<file path="src/rtl/wash_program_sequencer.sv">
// Top-level washing machine controller: machine state, mode selection and the
// eight-step wash/rinse/dry sequence timed by a 1 Hz tick.
module wash_program_sequencer #(
    parameter int T_INWATER    = 3,
    parameter int T_WASH       = 9,
    parameter int T_OUTWATER   = 3,
    parameter int T_SPIN       = 3,
    parameter int T_RINSE      = 6,
    parameter int BEGIN_TICKS  = 2,
    parameter int FINISH_TICKS = 5
) (
    input  logic       cp,
    input  logic       rst_n,
    input  logic       tick,
    input  logic       power_btn,
    input  logic       start_btn,
    input  logic       mode_btn,
    input  logic       door_open,
    output logic [2:0] state,
    output logic [9:0] data,
    output logic [5:0] outLeft,
    output logic [5:0] outMiddle,
    output logic [5:0] outRight
);

    typedef enum logic [2:0] {
        ST_SHUTDOWN = 3'd0,
        ST_BEGIN    = 3'd1,
        ST_SET      = 3'd2,
        ST_RUN      = 3'd3,
        ST_ERROR    = 3'd4,
        ST_PAUSE    = 3'd5,
        ST_FINISH   = 3'd6
    } state_e;

    state_e     state_q, state_d;
    logic [2:0] step_q,  step_d;
    logic [2:0] cnt_q,   cnt_d;
    logic [2:0] mode_q,  mode_d;
    logic [5:0] left_q,  left_d;
    logic [5:0] right_q, right_d;
    logic [9:0] data_q,  data_d;

    logic [3:0] first_step;
    logic [3:0] next_step;
    logic       step_on;

    function automatic logic [5:0] step_dur(input logic [2:0] k);
        case (k)
            3'd0, 3'd4: step_dur = 6'(T_INWATER);
            3'd1:       step_dur = 6'(T_WASH);
            3'd2, 3'd6: step_dur = 6'(T_OUTWATER);
            3'd3, 3'd7: step_dur = 6'(T_SPIN);
            default:    step_dur = 6'(T_RINSE);
        endcase
    endfunction

    // Steps 0-1 belong to wash (mode bit 2), 2-5 to rinse (bit 1), 6-7 to dry (bit 0).
    function automatic logic step_en(input logic [2:0] m, input logic [2:0] k);
        if (k <= 3'd1)      step_en = m[2];
        else if (k <= 3'd5) step_en = m[1];
        else                step_en = m[0];
    endfunction

    function automatic logic [5:0] total_ticks(input logic [2:0] m);
        total_ticks = '0;
        for (int k = 0; k < 8; k++) begin
            if (step_en(m, 3'(k))) total_ticks = total_ticks + step_dur(3'(k));
        end
    endfunction

    // Returns {found, index} of the lowest enabled step at or above 'from'.
    function automatic logic [3:0] find_step(input logic [2:0] m, input logic [3:0] from);
        find_step = '0;
        for (int k = 7; k >= 0; k--) begin
            if (4'(k) >= from && step_en(m, 3'(k))) find_step = {1'b1, 3'(k)};
        end
    endfunction

    always_comb begin
        // NOTE: every signal gets a default here so no path leaves one unassigned and infers a latch.
        state_d    = state_q;
        step_d     = step_q;
        cnt_d      = cnt_q;
        mode_d     = mode_q;
        left_d     = left_q;
        right_d    = right_q;
        first_step = find_step(mode_q, 4'd0);
        next_step  = find_step(mode_q, {1'b0, step_q} + 4'd1);

        if (power_btn && state_q != ST_SHUTDOWN) begin
            state_d = ST_SHUTDOWN;
            step_d  = '0;
            cnt_d   = '0;
            left_d  = '0;
            right_d = '0;
        end else begin
            case (state_q)
                ST_SHUTDOWN: begin
                    if (power_btn) begin
                        state_d = ST_BEGIN;
                        cnt_d   = '0;
                    end
                end
                ST_BEGIN: begin
                    if (tick) begin
                        if (cnt_q == 3'(BEGIN_TICKS - 1)) begin
                            state_d = ST_SET;
                            cnt_d   = '0;
                            left_d  = total_ticks(mode_q);
                        end else begin
                            cnt_d = cnt_q + 3'd1;
                        end
                    end
                end
                ST_SET: begin
                    // Tracking the registered mode makes outLeft follow a mode change one cycle later.
                    left_d  = total_ticks(mode_q);
                    right_d = '0;
                    if (start_btn) begin
                        state_d = ST_RUN;
                        step_d  = first_step[2:0];
                        right_d = step_dur(first_step[2:0]);
                    end else if (mode_btn) begin
                        mode_d = (mode_q == 3'd7) ? 3'd1 : mode_q + 3'd1;
                    end
                end
                ST_RUN: begin
                    if (door_open) begin
                        state_d = ST_ERROR;
                    end else if (start_btn) begin
                        state_d = ST_PAUSE;
                    end else if (tick) begin
                        left_d = left_q - 6'd1;
                        if (right_q > 6'd1) begin
                            right_d = right_q - 6'd1;
                        end else if (next_step[3]) begin
                            step_d  = next_step[2:0];
                            right_d = step_dur(next_step[2:0]);
                        end else begin
                            state_d = ST_FINISH;
                            step_d  = '0;
                            cnt_d   = '0;
                            left_d  = '0;
                            right_d = '0;
                        end
                    end
                end
                ST_ERROR: begin
                    if (!door_open) state_d = ST_PAUSE;
                end
                ST_PAUSE: begin
                    if (start_btn) state_d = door_open ? ST_ERROR : ST_RUN;
                end
                ST_FINISH: begin
                    if (tick) begin
                        if (cnt_q == 3'(FINISH_TICKS - 1)) begin
                            state_d = ST_SHUTDOWN;
                            cnt_d   = '0;
                        end else begin
                            cnt_d = cnt_q + 3'd1;
                        end
                    end
                end
                default: state_d = ST_SHUTDOWN;
            endcase
        end

        step_on = (state_d == ST_RUN) || (state_d == ST_ERROR) || (state_d == ST_PAUSE);
        data_d  = {state_d == ST_SET, state_d != ST_SHUTDOWN,
                   step_on ? (8'h80 >> step_d) : 8'h00};
    end

    always_ff @(posedge cp or negedge rst_n) begin
        if (!rst_n) begin
            state_q <= ST_SHUTDOWN;
            step_q  <= '0;
            cnt_q   <= '0;
            mode_q  <= 3'd7;
            left_q  <= '0;
            right_q <= '0;
            data_q  <= '0;
        end else begin
            // NOTE: non-blocking assignments so every flop samples the pre-edge values.
            state_q <= state_d;
            step_q  <= step_d;
            cnt_q   <= cnt_d;
            mode_q  <= mode_d;
            left_q  <= left_d;
            right_q <= right_d;
            data_q  <= data_d;
        end
    end

    assign state     = state_q;
    assign data      = data_q;
    assign outLeft   = left_q;
    assign outMiddle = {3'b000, mode_q};
    assign outRight  = right_q;

endmodule
</file>
<file path="config.mk">
export PLATFORM = sky130hd
export DESIGN_NAME = wash_program_sequencer
export DESIGN_NICKNAME = d
export VERILOG_FILES = /design/src/rtl/wash_program_sequencer.sv
export SDC_FILE = /design/constraint.sdc
export NUM_CORES = 1
export LEC_CHECK = 0
export BUFFER_PORTS_ARGS = -buffer_cell sky130_fd_sc_hd__buf_4
export CAP_MARGIN = 20
export CORE_MARGIN = 5
export CORE_UTILIZATION = 47
export CTS_BUF_LIST = sky130_fd_sc_hd__clkbuf_4 sky130_fd_sc_hd__clkbuf_8 sky130_fd_sc_hd__clkbuf_16
export CTS_CLUSTER_DIAMETER = 40
export DETAILED_ROUTE_END_ITERATION = 16
export GPL_ROUTABILITY_DRIVEN = 1
export PLACE_DENSITY_LB_ADDON = 0.08
export SLEW_MARGIN = 5
export SYNTH_ARGS = -nofsm -noshare
export SYNTH_HDL_FRONTEND = slang
export SYNTH_SLANG_ARGS = --single-unit
</file>
<file path="constraint.sdc">
create_clock -name cp -period 5 [get_ports cp]
set_input_delay 0.25 -clock cp [delete_from_list [all_inputs] [get_ports cp]]
set_output_delay 0.25 -clock cp [all_outputs]
set_load 0.01 [all_outputs]
</file>
Word level (Yosys, flattened, before mapping) --
Index checks and enable logic that the tools add are counted.
Storage, ports and cells: output and inout port bits 31, bits in registers 34, logic and storage cells 273
Operators by class: order comparisons 9, muxes and demuxes 176, equal/unequal tests 34, $add $sub $neg 19, shift operators 1, reduce and logical (&&, ||, !) cells 25, bitwise logic cells 2
Operators by type and width (number):
- $mux W6 | 102
- $mux W3 | 37
- $add A6 B6 Y6 | 14
- $eq A3 B3 Y1 const B | 13
- $mux W4 | 9
- $ne A3 B3 Y1 const B | 9
- $eq A3 B2 Y1 const B | 8
- $pmux W3 S7 | 1
- $mux W1 | 18
- $pmux W6 S3 | 1
- $ge A3 B4 Y1 const A | 4
- $pmux W4 S2 | 2
- $eq A3 B1 Y1 const B | 4
- $pmux W3 S4 | 1
- $pmux W6 S2 | 1
- $reduce_or A6 Y1 | 2
- $sub A6 B1 Y6 const B | 2
- $logic_and A1 B1 Y1 | 9
- $logic_not A3 Y1 | 3
- $reduce_and A9 Y1 | 1
- $reduce_bool A3 Y1 | 3
- $ge A1 B4 Y1 const A | 2
- $ge A2 B4 Y1 const A | 2
- $mux W8 | 1
- 12 further kinds | 17

Depth between registers and ports, before layout --
Gate-level depths: netlist of the first run.
word-level depth 52, depth in mapped cells 11

Worst setup path after synthesis of the first run --
OpenSTA, ideal clock, no wires.
kind register to register, start reg mode_q[1], end reg left_q[3], in the netlist outLeft[3], arrival time 2.534 ns, setup time 0.065 ns, slack 2.401 ns, stages on the path, launching flop included 12, data required time 4.935 ns, path buffers 0, path through dfstp_2 > inv_1 > ha_1 > a21boi_0 > or2_2 > ha_1 > a21oi_1 > xnor2_1 > a21oi_1 > a311oi_1 > o21ai_0 > nand2_1
Between the ends: word-level cells in the longest chain between the ends 39, elaborated cells between the ends (all ways) 77
Ends and longest elaborated chain:
- start: declaration | line 39 | logic [2:0] mode_q, mode_d;
- start signal: assignment | line 188 | mode_q <= mode_d;
- $mux W1 | line 107 | if (cnt_q == 3'(BEGIN_TICKS - 1)) begin
- $mux W1 | line 106 | if (tick) begin
- $mux W1 | line 98 | case (state_q)
- $mux W1 | line 91 | if (power_btn && state_q != ST_SHUTDOWN) begin
- $mux W6 | line 68 | if (step_en(m, 3'(k))) total_ticks = total_ticks + step_dur(3'(k));
- $mux W6 | line 107
- $mux W6 | line 106
- $mux W6 | line 98
- (+23 left out)
- $mux W6 | line 98
- $mux W6 | line 91
- $add A6 B6 Y6 | line 68
- $mux W6 | line 68
- $mux W6 | line 107
- $mux W6 | line 106
- $pmux W6 S3 * | line 98
- $mux W6 * | line 91
- end signal: assignment | line 189 | left_q <= left_d;
- end: declaration | line 40 | logic [5:0] left_q, left_d;
Mark *: on every way between the ends. The rest lies on a longest branch, timed or not. The select of a mux whose other input is x is not followed. A chain may end at the register's enable or synchronous reset.

Worst setup path after layout of the first run --
Ends and elaborated chain as after synthesis.

==> qor.csv, run 1 <==
stage;metric;value;unit
synthesis;Synth Warn #;0;
global_route;vias in the first global route;2267;
cells_and_area;fillers;512;
routing;Remaining DRCs;0;
synthesis;sequential-to-total area share from yosys stat;31.27;%
timing;unrepaired setup endpoints after global routing;false;
routing;wire length per cell;15.64;um
routing;met3 wire len;360;um
timing;final setup vio count;0;
power_and_ir_drop;LEAKAGE;1.436;nW
clocking;CTS tree;built;
power_and_ir_drop;worst vdd ir;235.5;uV
min_path;HP Class;in -> reg;
status;status;finished clean;
synthesis;synth cell count leaders;dfrtp_1 (31), nor2_1 (28), nand2_1 (26);
worst_setup_path;CP max FO;17;
worst_setup_path;crit path DAT;3.16;ns
global_route;largest net degree at the start of global routing;35;
timing;headroom to the max-slew limit;39.45;%
worst_setup_path;Setup CP Type;reg -> reg;
synthesis;Post-synth ARST share;100.0;%
clocking;Sink Count;34;
cells_and_area;diode count;0;
global_route;overall routing resource usage;18.72;%
floorplan;FP Rows;27;
synthesis;share of the synthesized area in the top cell type;28.39;%
cells_and_area;register area;854.6;um^2
floorplan;die height;86.25;um
synthesis;register bit count reported by yosys;34;
timing;Peak Freq;341.0;MHz
cells_and_area;multi-input logic area;1725;um^2
timing;Post-Route Skew;0.008383;ns
place;Detailed Place HPWL;4844;um
power_and_ir_drop;pwr dens;554.7;nW/um^2
synthesis;Mean Syn Cell Area;8.513;um^2
clocking;Worst-path clk slew;0.08;ns
global_route;total grt overflow;0;
worst_setup_path;Setup crit start kind;flop;
clocking;CTS H-tree depth;2;
worst_setup_path;Crit path required time;5.23;ns
clocking;clock buffer count from CTS;5;
timing;setup ws final;2.068;ns
routing;1st-pass router iterations;4;
timing;slew at the pin with the worst max-slew slack;0.9022;ns
synthesis;ranking of synthesized cells by area;dfrtp_1 (28%), ha_1 (9.6%), o21ai_0 (4.6%), nor2_1 (3.8%), a21oi_1 (3.7%);
flow_run;Max Cap Viol;0;
floorplan;Initial Utilization;49.02;%
worst_setup_path;R2R setup slack;2.07;ns
clocking;Clock Tree Buf Depth;2;
routing;DR iter-0 viols;84;
timing;setup_tns;0;ns
synthesis;number of flops mapped to enable cells by yosys;0;
timing;fraction of the cycle the final worst path needs;58.64;%
floorplan;die area;7439;um^2
worst_setup_path;Critical Path Sink Type;flop;
routing;WL met2;2928;um
cells_and_area;layout cell share with drive strength beyond 1;17.90;%
synthesis;cells after synthesis;321;
global_route;initial antenna violation count;0;
clocking;Skew-Pair Late Insertion Delay;0.29;ns
clocking;clk root buf;clkbuf_8;
floorplan;Die X;86.25;um
floorplan;core area;5574;um^2
synthesis;Syn Std Cell Area;2733;um^2
cells_and_area;Layout Cells excl Fill;424;
routing;vias;2453;
floorplan;I/O pin total;38;
timing;Final Hold Viols;0;
place;port bufs;34;
synthesis;top_reg_cell synth;dfrtp_1;
cells_and_area;nets;379;
cells_and_area;P&R area growth vs syn;14.93;%
global_route;global-route wire length before repair;11240;um
routing;Antenna Nets Post-Route;0;
routing;highest routed metal layer;met4;
synthesis;top-count cell post-synth;dfrtp_1;
synthesis;Yosys top cell by area;dfrtp_1;
routing;M1 WL;3250;um
cells_and_area;fin util;56.34;%
synthesis;Netlist cell types;70;
timing;max-slew violations;0;
place;placed insts;414;
routing;Vias/cell;5.785;
place;post-place setup slack;2.094;ns
timing;min cycle time layout;2.932;ns
routing;Routed WL;6632;um
place;final RePlAce weighted congestion;0.8794;
## stage by stage
stage	hold slack (ns)	area, um^2	power (W)
floorplan	-0.04559	2740	0.001205
global placement	0.2370	3012	0.001476
detailed placement	0.2405	3012	0.001475
CTS	0.2792	3136	0.001748
global route	0.3085	3141	0.001899
finish	0.2913	3141	0.001742
## layout make-up
class,count,share of cell area (%)
multi-input combinational,251,54.94
sequential,34,27.21
timing repair buffer,36,8.606
tap,72,2.869
inverter,23,2.749
clock buffer,5,2.191
clock inverter,3,1.434
## layer usage
| metal | vias to the layer above | global-route usage [%] |
|---|---|---|
| li1 | 1223 | - |
| met1 | 1147 | 26.74 |
| met2 | 75 | 28.73 |
| met3 | 8 | 3.897 |
| met4 | 0 | 5.099 |
| met5 | - | 0 |
## report_power, final
group	leakage (nW)	internal [W]	total (W)	switching, W
clock	0.0504	0.000148	0.000261	0.000113
combinational	0.933	0.000416	0.000977	0.000561
sequential	0.452	0.000349	0.000504	0.000154
total	1.44	0.000913	0.00174	0.000829
## cell usage in the layout (no fill, tap or decap), types with 3 or more instances in the layout
cell type and count:
a211oi_1 4, nand2_1 26, inv_1 23, conb_1 3
nand3_1 4, buf_4 34, dfrtp_1 31, clkbuf_8 5
or3_1 4, dfstp_2 3, a31oi_1 3, xor2_1 3
a22oi_1 3, ha_1 21, o21bai_1 4, or2_2 3
nand2b_1 4, o31ai_1 6, a21oi_1 20, nor2_1 28
mux2i_1 4, o21ai_0 25, nor3_1 11, o211ai_1 3
nor2b_1 7, xnor2_1 4, a21o_1 3, nor4_1 6
a21boi_0 3
## logic make-up after synthesis
| family | count (synthesis) | synth area share (%) |
|---|---|---|
| compound gates | 100 | 26.05 |
| xor+xnor | 7 | 2.244 |
| fa+ha+maj | 21 | 9.615 |
| buf+inv | 38 | 5.860 |
| flops | 34 | 31.27 |
| mux | 5 | 1.877 |
| other cells | 1 | 0.1372 |
| simple gates | 115 | 22.94 |
## worst paths after layout
| kind | start | end | cells after the start |
|---|---|---|---|
| max reg2reg | mode_q[1]$_DFFE_PN1P_ | outLeft[3]$_DFFE_PN0P_ | 11 |
| min reg2reg | cnt_q[1]$_DFFE_PN0P_ | cnt_q[1]$_DFFE_PN0P_ | 2 |
| min | power_btn | outRight[3]$_DFFE_PN0P_ | 2 |
| max | mode_q[1]$_DFFE_PN1P_ | outLeft[3]$_DFFE_PN0P_ | 11 |
| max in group asynchronous | rst_n | mode_q[2]$_DFFE_PN1P_ | 2 |
| min in group asynchronous | rst_n | state[2]$_DFF_PN0_ | 2 |
## registers in the layout, summed over array words and instances (netlist names)
name,flops
outLeft,6
cnt_q,3
mode_q,3
state,3
outRight,6
step_q,3
data,10
## worst max-delay path: stages, from the launching register on
cell      delay, ns
dfstp_2        0.71
inv_1          0.19
ha_1           0.36
a21boi_0       0.15
or2_2          0.34
ha_1           0.18
a21oi_1        0.26
xnor2_1        0.18
a21oi_1        0.09
a311oi_1       0.24
o21ai_0        0.12
nand2_1        0.06
## repair_timing
action                    in CTS  in global routing
hold endpoints to repair      31                  0
hold buffers                   1                  0
gates resized for setup        0                  0
setup buffers                  0                  0
(Power assumes the default switching activity.)
==> run 2: changes to the inputs <==
clock period = 3 ns   (was 5 ns; I/O delays follow)
==> qor.csv, run 2 (same netlist as run 1, synthesis figures left out) <==
stage;metric;value;unit
timing;Post-Route Skew;0.007697;ns
routing;Vias/cell;5.781;
cells_and_area;fillers;532;
timing;fraction of the cycle the final worst path needs;90.74;%
floorplan;Initial Utilization;49.02;%
cells_and_area;fin util;57.44;%
power_and_ir_drop;worst vdd ir;460.1;uV
global_route;largest net degree at the start of global routing;35;
worst_setup_path;Crit path largest cell delay;0.50;ns
global_route;busiest layer in global routing;met2;
floorplan;core area;5574;um^2
timing;setup_tns;0;ns
routing;vias;2503;
routing;DR iter-0 viols;132;
global_route;vias in the first global route;2398;
worst_setup_path;crit-path cells;inv_1, ha_1, o21ai_0, a221oi_4, buf_4, o31ai_4, o22ai_1, or2_2, o21ai_0;
clocking;Skew-Pair Late Insertion Delay;0.29;ns
cells_and_area;nets;388;
routing;1st-pass router iterations;5;
cells_and_area;leading cell type in the layout, fill and taps excluded;buf_4;
worst_setup_path;slowest CP cell;dfrtp_1;
global_route;global-route wire length before repair;11740;um
timing;Peak Freq;367.3;MHz
global_route;met2 GRT Util;30.97;%
clocking;clock buffer count from CTS;5;
power_and_ir_drop;LEAKAGE;1.478;nW
routing;Remaining DRCs;0;
floorplan;FP Rows;27;
timing;unrepaired setup endpoints after global routing;false;
worst_setup_path;CP max FO;8;
timing;max-slew violations;0;
timing;min cycle time layout;2.722;ns
global_route;met3 Usage GRT;3.897;%
floorplan;die height;86.25;um
timing;slew at the pin with the worst max-slew slack;0.5824;ns
routing;wire length per cell;15.99;um
timing;setup ws final;0.2777;ns
status;status;finished clean;
worst_setup_path;Setup crit start kind;flop;
floorplan;die area;7439;um^2
clocking;Worst-path clk slew;0.08;ns
timing;final setup vio count;0;
worst_setup_path;crit path DAT;2.94;ns
worst_setup_path;Crit path required time;3.21;ns
floorplan;Die X;86.25;um
place;post-place setup slack;0.2704;ns
clocking;Sink Count;34;
global_route;overall routing resource usage;19.80;%
cells_and_area;layout cell share with drive strength beyond 1;20.50;%
min_path;HP Class;in -> reg;
place;Detailed Place HPWL;5101;um
cells_and_area;P&R area growth vs syn;17.17;%
timing;Final Hold Viols;0;
place;final RePlAce weighted congestion;0.9098;
worst_setup_path;Critical Path Sink Type;flop;
place;port bufs;34;
timing;headroom to the max-slew limit;61.18;%
clocking;clk root buf;clkbuf_8;
cells_and_area;max FFs per register;10;
clocking;CTS tree;built;
power_and_ir_drop;pwr dens;923.0;nW/um^2
flow_run;Max Cap Viol;0;
cells_and_area;commonest cells after routing, fill and taps aside;buf_4 (44), dfrtp_1 (31), nor2_1 (28);
worst_setup_path;Setup CP Type;reg -> reg;
cells_and_area;diode count;0;
clocking;Clock Tree Buf Depth;2;
floorplan;I/O pin total;38;
worst_setup_path;most frequent CP cell;o21ai_0;
global_route;total grt overflow;0;
clocking;CTS H-tree depth;2;
global_route;initial antenna violation count;0;
routing;Antenna Nets Post-Route;0;
global_route;met1 GRT Util;27.52;%
routing;Routed WL;6923;um
## run 2: metal layers
metal  vias to the layer above  part of all wire, %
li1                       1246                    -
met2                        74                   45
met3                        17                  5.4
met1                      1166                   47
met4                         0                  1.9
met5                         -                    0
## run 2: worst paths after layout
path,from,to,slack (ns),cells past startpoint
max in group asynchronous,rst_n,mode_q[0]$_DFFE_PN1P_,2.33,2
max,step_q[0]$_DFF_PN0_,cnt_q[2]$_DFFE_PN0P_,0.28,9
max reg2reg,step_q[0]$_DFF_PN0_,cnt_q[2]$_DFFE_PN0P_,0.28,9
min,power_btn,outRight[3]$_DFFE_PN0P_,0.17,2
min in group asynchronous,rst_n,state[2]$_DFF_PN0_,0.34,2
min reg2reg,cnt_q[1]$_DFFE_PN0P_,cnt_q[1]$_DFFE_PN0P_,0.52,2
## run 2: cell type report
cell class / instances / area [um^2] / share of cell area (%)
Clock buffer: 6 / 82.58 / 2.579
Multi-Input combinational cell: 251 / 1735 / 54.20
Timing Repair Buffer: 45 / 340.3 / 10.63
Clock inverter: 2 / 12.51 / 0.3908
Inverter: 23 / 86.33 / 2.696
Tap cell: 72 / 90.09 / 2.814
Sequential cell: 34 / 854.6 / 26.69
## run 2: worst max-delay path: cells and delay by family (launching register included)
kind,cells,cell delay [ns]
AND/OR/NAND/NOR,1,0.34
adder cells (fa/ha/maj),1,0.36
flip-flops,1,0.50
buffers and inverters,2,0.26
AO/OA/AOI/OAI,5,1.19
## run 2: metrics by stage
stage | total power, W | cell area (um^2) | hold slack (ns) | cells
2_1_floorplan | 0.002009 | 2740 | -0.1456 | 323
3_3_place_gp | 0.002536 | 3079 | 0.1308 | 423
3_5_place_dp | 0.002552 | 3079 | 0.1376 | 423
4_1_cts | 0.002939 | 3184 | 0.1544 | 432
5_1_grt | 0.003238 | 3202 | 0.1721 | 433
6_report | 0.002955 | 3202 | 0.1678 | 433
## run 2: timing repair
action                                 CTS  global route
hold buffers                             1             0
setup endpoints to repair                0             2
setup buffers                            0             1
resized for setup                        0             2
endpoints found under the hold margin   31             0
## run 2: report_power, final
group / switching, W / leakage (nW) / internal, W
Combinational: 0.00101 / 0.979 / 0.000770
Clock: 0.000184 / 0.0472 / 0.000185
Sequential: 0.000225 / 0.452 / 0.000581
==> run 3: changes to the inputs <==
PLACE_DENSITY = 0.67   (was default)
PLACE_DENSITY_LB_ADDON = default   (was 0.08)
==> qor.csv, run 3 (same netlist as run 1, synthesis figures left out) <==
stage;metric;value;unit
routing;DR iter-0 viols;148;
cells_and_area;fillers;531;
power_and_ir_drop;worst vdd ir;352.8;uV
routing;Antenna Nets Post-Route;0;
timing;max-slew violations;0;
cells_and_area;commonest cells after routing, fill and taps aside;buf_4 (42), dfrtp_1 (31), nor2_1 (28);
worst_setup_path;Crit path required time;3.23;ns
clocking;Sink Count;34;
timing;final setup vio count;0;
routing;Routed WL;6899;um
timing;Post-Route Skew;0.006594;ns
cells_and_area;diode count;0;
timing;setup_tns;0;ns
clocking;CTS tree;built;
clocking;Skew-Pair Late Insertion Delay;0.29;ns
timing;slew at the pin with the worst max-slew slack;0.5582;ns
cells_and_area;max FFs per register;10;
cells_and_area;layout cell share with drive strength beyond 1;19.72;%
flow_run;Max Cap Viol;0;
clocking;CTS H-tree depth;2;
clocking;clock buffer count from CTS;5;
routing;WL met2;3157;um
routing;Vias/cell;5.764;
clocking;setup bufs post-CTS;0;
global_route;largest net degree at the start of global routing;35;
timing;headroom to the max-slew limit;62.79;%
timing;Final Hold Viols;0;
clocking;clk root buf;clkbuf_8;
power_and_ir_drop;pwr dens;934.9;nW/um^2
floorplan;I/O pin total;38;
floorplan;core area;5574;um^2
worst_setup_path;CP max FO;10;
place;final RePlAce weighted congestion;0.9538;
place;Detailed Place HPWL;5018;um
floorplan;die height;86.25;um
floorplan;Initial Utilization;49.02;%
place;post-place setup slack;0.2867;ns
routing;met3 wire len;227;um
clocking;Worst-path clk slew;0.08;ns
power_and_ir_drop;LEAKAGE;1.474;nW
timing;min cycle time layout;2.774;ns
floorplan;Die X;86.25;um
floorplan;die area;7439;um^2
global_route;total grt overflow;0;
worst_setup_path;crit path DAT;3.00;ns
status;status;finished clean;
timing;fraction of the cycle the final worst path needs;92.46;%
worst_setup_path;Setup CP Type;reg -> reg;
cells_and_area;nets;387;
place;port bufs;34;
routing;vias;2490;
routing;M1 WL;3400;um
global_route;vias in the first global route;2359;
routing;1st-pass router iterations;4;
routing;Remaining DRCs;0;
routing;highest routed metal layer;met4;
timing;setup ws final;0.2263;ns
global_route;global-route wire length before repair;11630;um
cells_and_area;leading cell type in the layout, fill and taps excluded;buf_4;
timing;Peak Freq;360.5;MHz
worst_setup_path;Setup crit start kind;flop;
routing;wire length per cell;15.97;um
clocking;Clock Tree Buf Depth;2;
global_route;overall routing resource usage;19.48;%
worst_setup_path;Critical Path Sink Type;flop;
cells_and_area;P&R area growth vs syn;17.12;%
floorplan;FP Rows;27;
min_path;HP Class;in -> reg;
global_route;initial antenna violation count;0;
timing;unrepaired setup endpoints after global routing;false;
clocking;cts repair resizes;0;
-- run 3: cell count changes in the layout (fill, tap and decap cells not counted) --
cell        delta
buf_2          +1
clkinv_2       -1
clkbuf_8       -1
a21oi_1        +1
bufinv_16      +1
nor4_2         -1
nor4_1         +1
buf_4          -2
clkinvlp_4     +1
a21oi_2        -1
-- run 3: where the power goes --
| part | switching, W | internal [W] | total, W | leakage (nW) |
|---|---|---|---|---|
| Combinational | 0.00102 | 0.000750 | 0.00177 | 0.972 |
| Sequential | 0.000206 | 0.000582 | 0.000788 | 0.452 |
| Clock | 0.000188 | 0.000247 | 0.000436 | 0.0504 |
| Total | 0.00141 | 0.00158 | 0.00299 | 1.47 |
-- run 3: layout make-up --
class | count | area [um^2] | share of cell area [%]
multi-input cells | 251 | 1725 | 53.91
flip-flops and latches | 34 | 854.6 | 26.70
repair buffers | 44 | 330.3 | 10.32
well taps | 72 | 90.09 | 2.815
inverters | 23 | 86.33 | 2.697
clock buffers | 5 | 68.82 | 2.150
clock inverters | 3 | 45.04 | 1.407
-- run 3: timing repair --
action	CTS	global route
setup endpoints to repair	0	0
hold buffers	1	0
endpoints found under the hold margin	31	0
-- run 3: path summary, 6_finish.rpt --
| kind | start | to | slack, ns | depth (start not counted) |
|---|---|---|---|---|
| setup reg to reg | mode_q[2]$_DFFE_PN1P_ | outLeft[3]$_DFFE_PN0P_ | 0.23 | 11 |
| setup / recovery | mode_q[2]$_DFFE_PN1P_ | outLeft[3]$_DFFE_PN0P_ | 0.23 | 11 |
| hold / removal | power_btn | outRight[3]$_DFFE_PN0P_ | 0.18 | 2 |
| hold reg to reg | cnt_q[1]$_DFFE_PN0P_ | cnt_q[1]$_DFFE_PN0P_ | 0.53 | 2 |
| max in group asynchronous | rst_n | mode_q[1]$_DFFE_PN1P_ | 2.30 | 2 |
| min in group asynchronous | rst_n | cnt_q[2]$_DFFE_PN0P_ | 0.36 | 2 |
-- run 3: per-stage QoR --
step / util (%) / cell area (um^2) / hold slack, ns / power [W] / cells
detailed placement: 55.11 / 3072 / 0.1336 / 0.002534 / 422
finish: 57.42 / 3201 / 0.1802 / 0.002992 / 432
floorplan: - / 2740 / -0.1456 / 0.002009 / 323
CTS: 57.33 / 3196 / 0.1764 / 0.002997 / 431
global route: 57.42 / 3201 / 0.1983 / 0.003260 / 432
global placement: 55.11 / 3072 / 0.1345 / 0.002518 / 422
-- run 3: worst max-delay path, stage by stage (launching register included) --
cell and delay (ns):
dfstp_2 0.63, inv_1 0.13, ha_1 0.33, and3b_1 0.19, or2_2 0.29, ha_1 0.18, a21oi_1 0.25, xnor2_1 0.18
a21oi_1 0.09, a311oi_1 0.24, o21ai_0 0.12, nand2_1 0.08
-- run 3: metal layers --
layer / up-vias / GRT usage [%]
met5: - / 0
met4: 0 / 5.949
met3: 10 / 3.042
met2: 43 / 30.55
met1: 1197 / 27.64
li1: 1240 / -
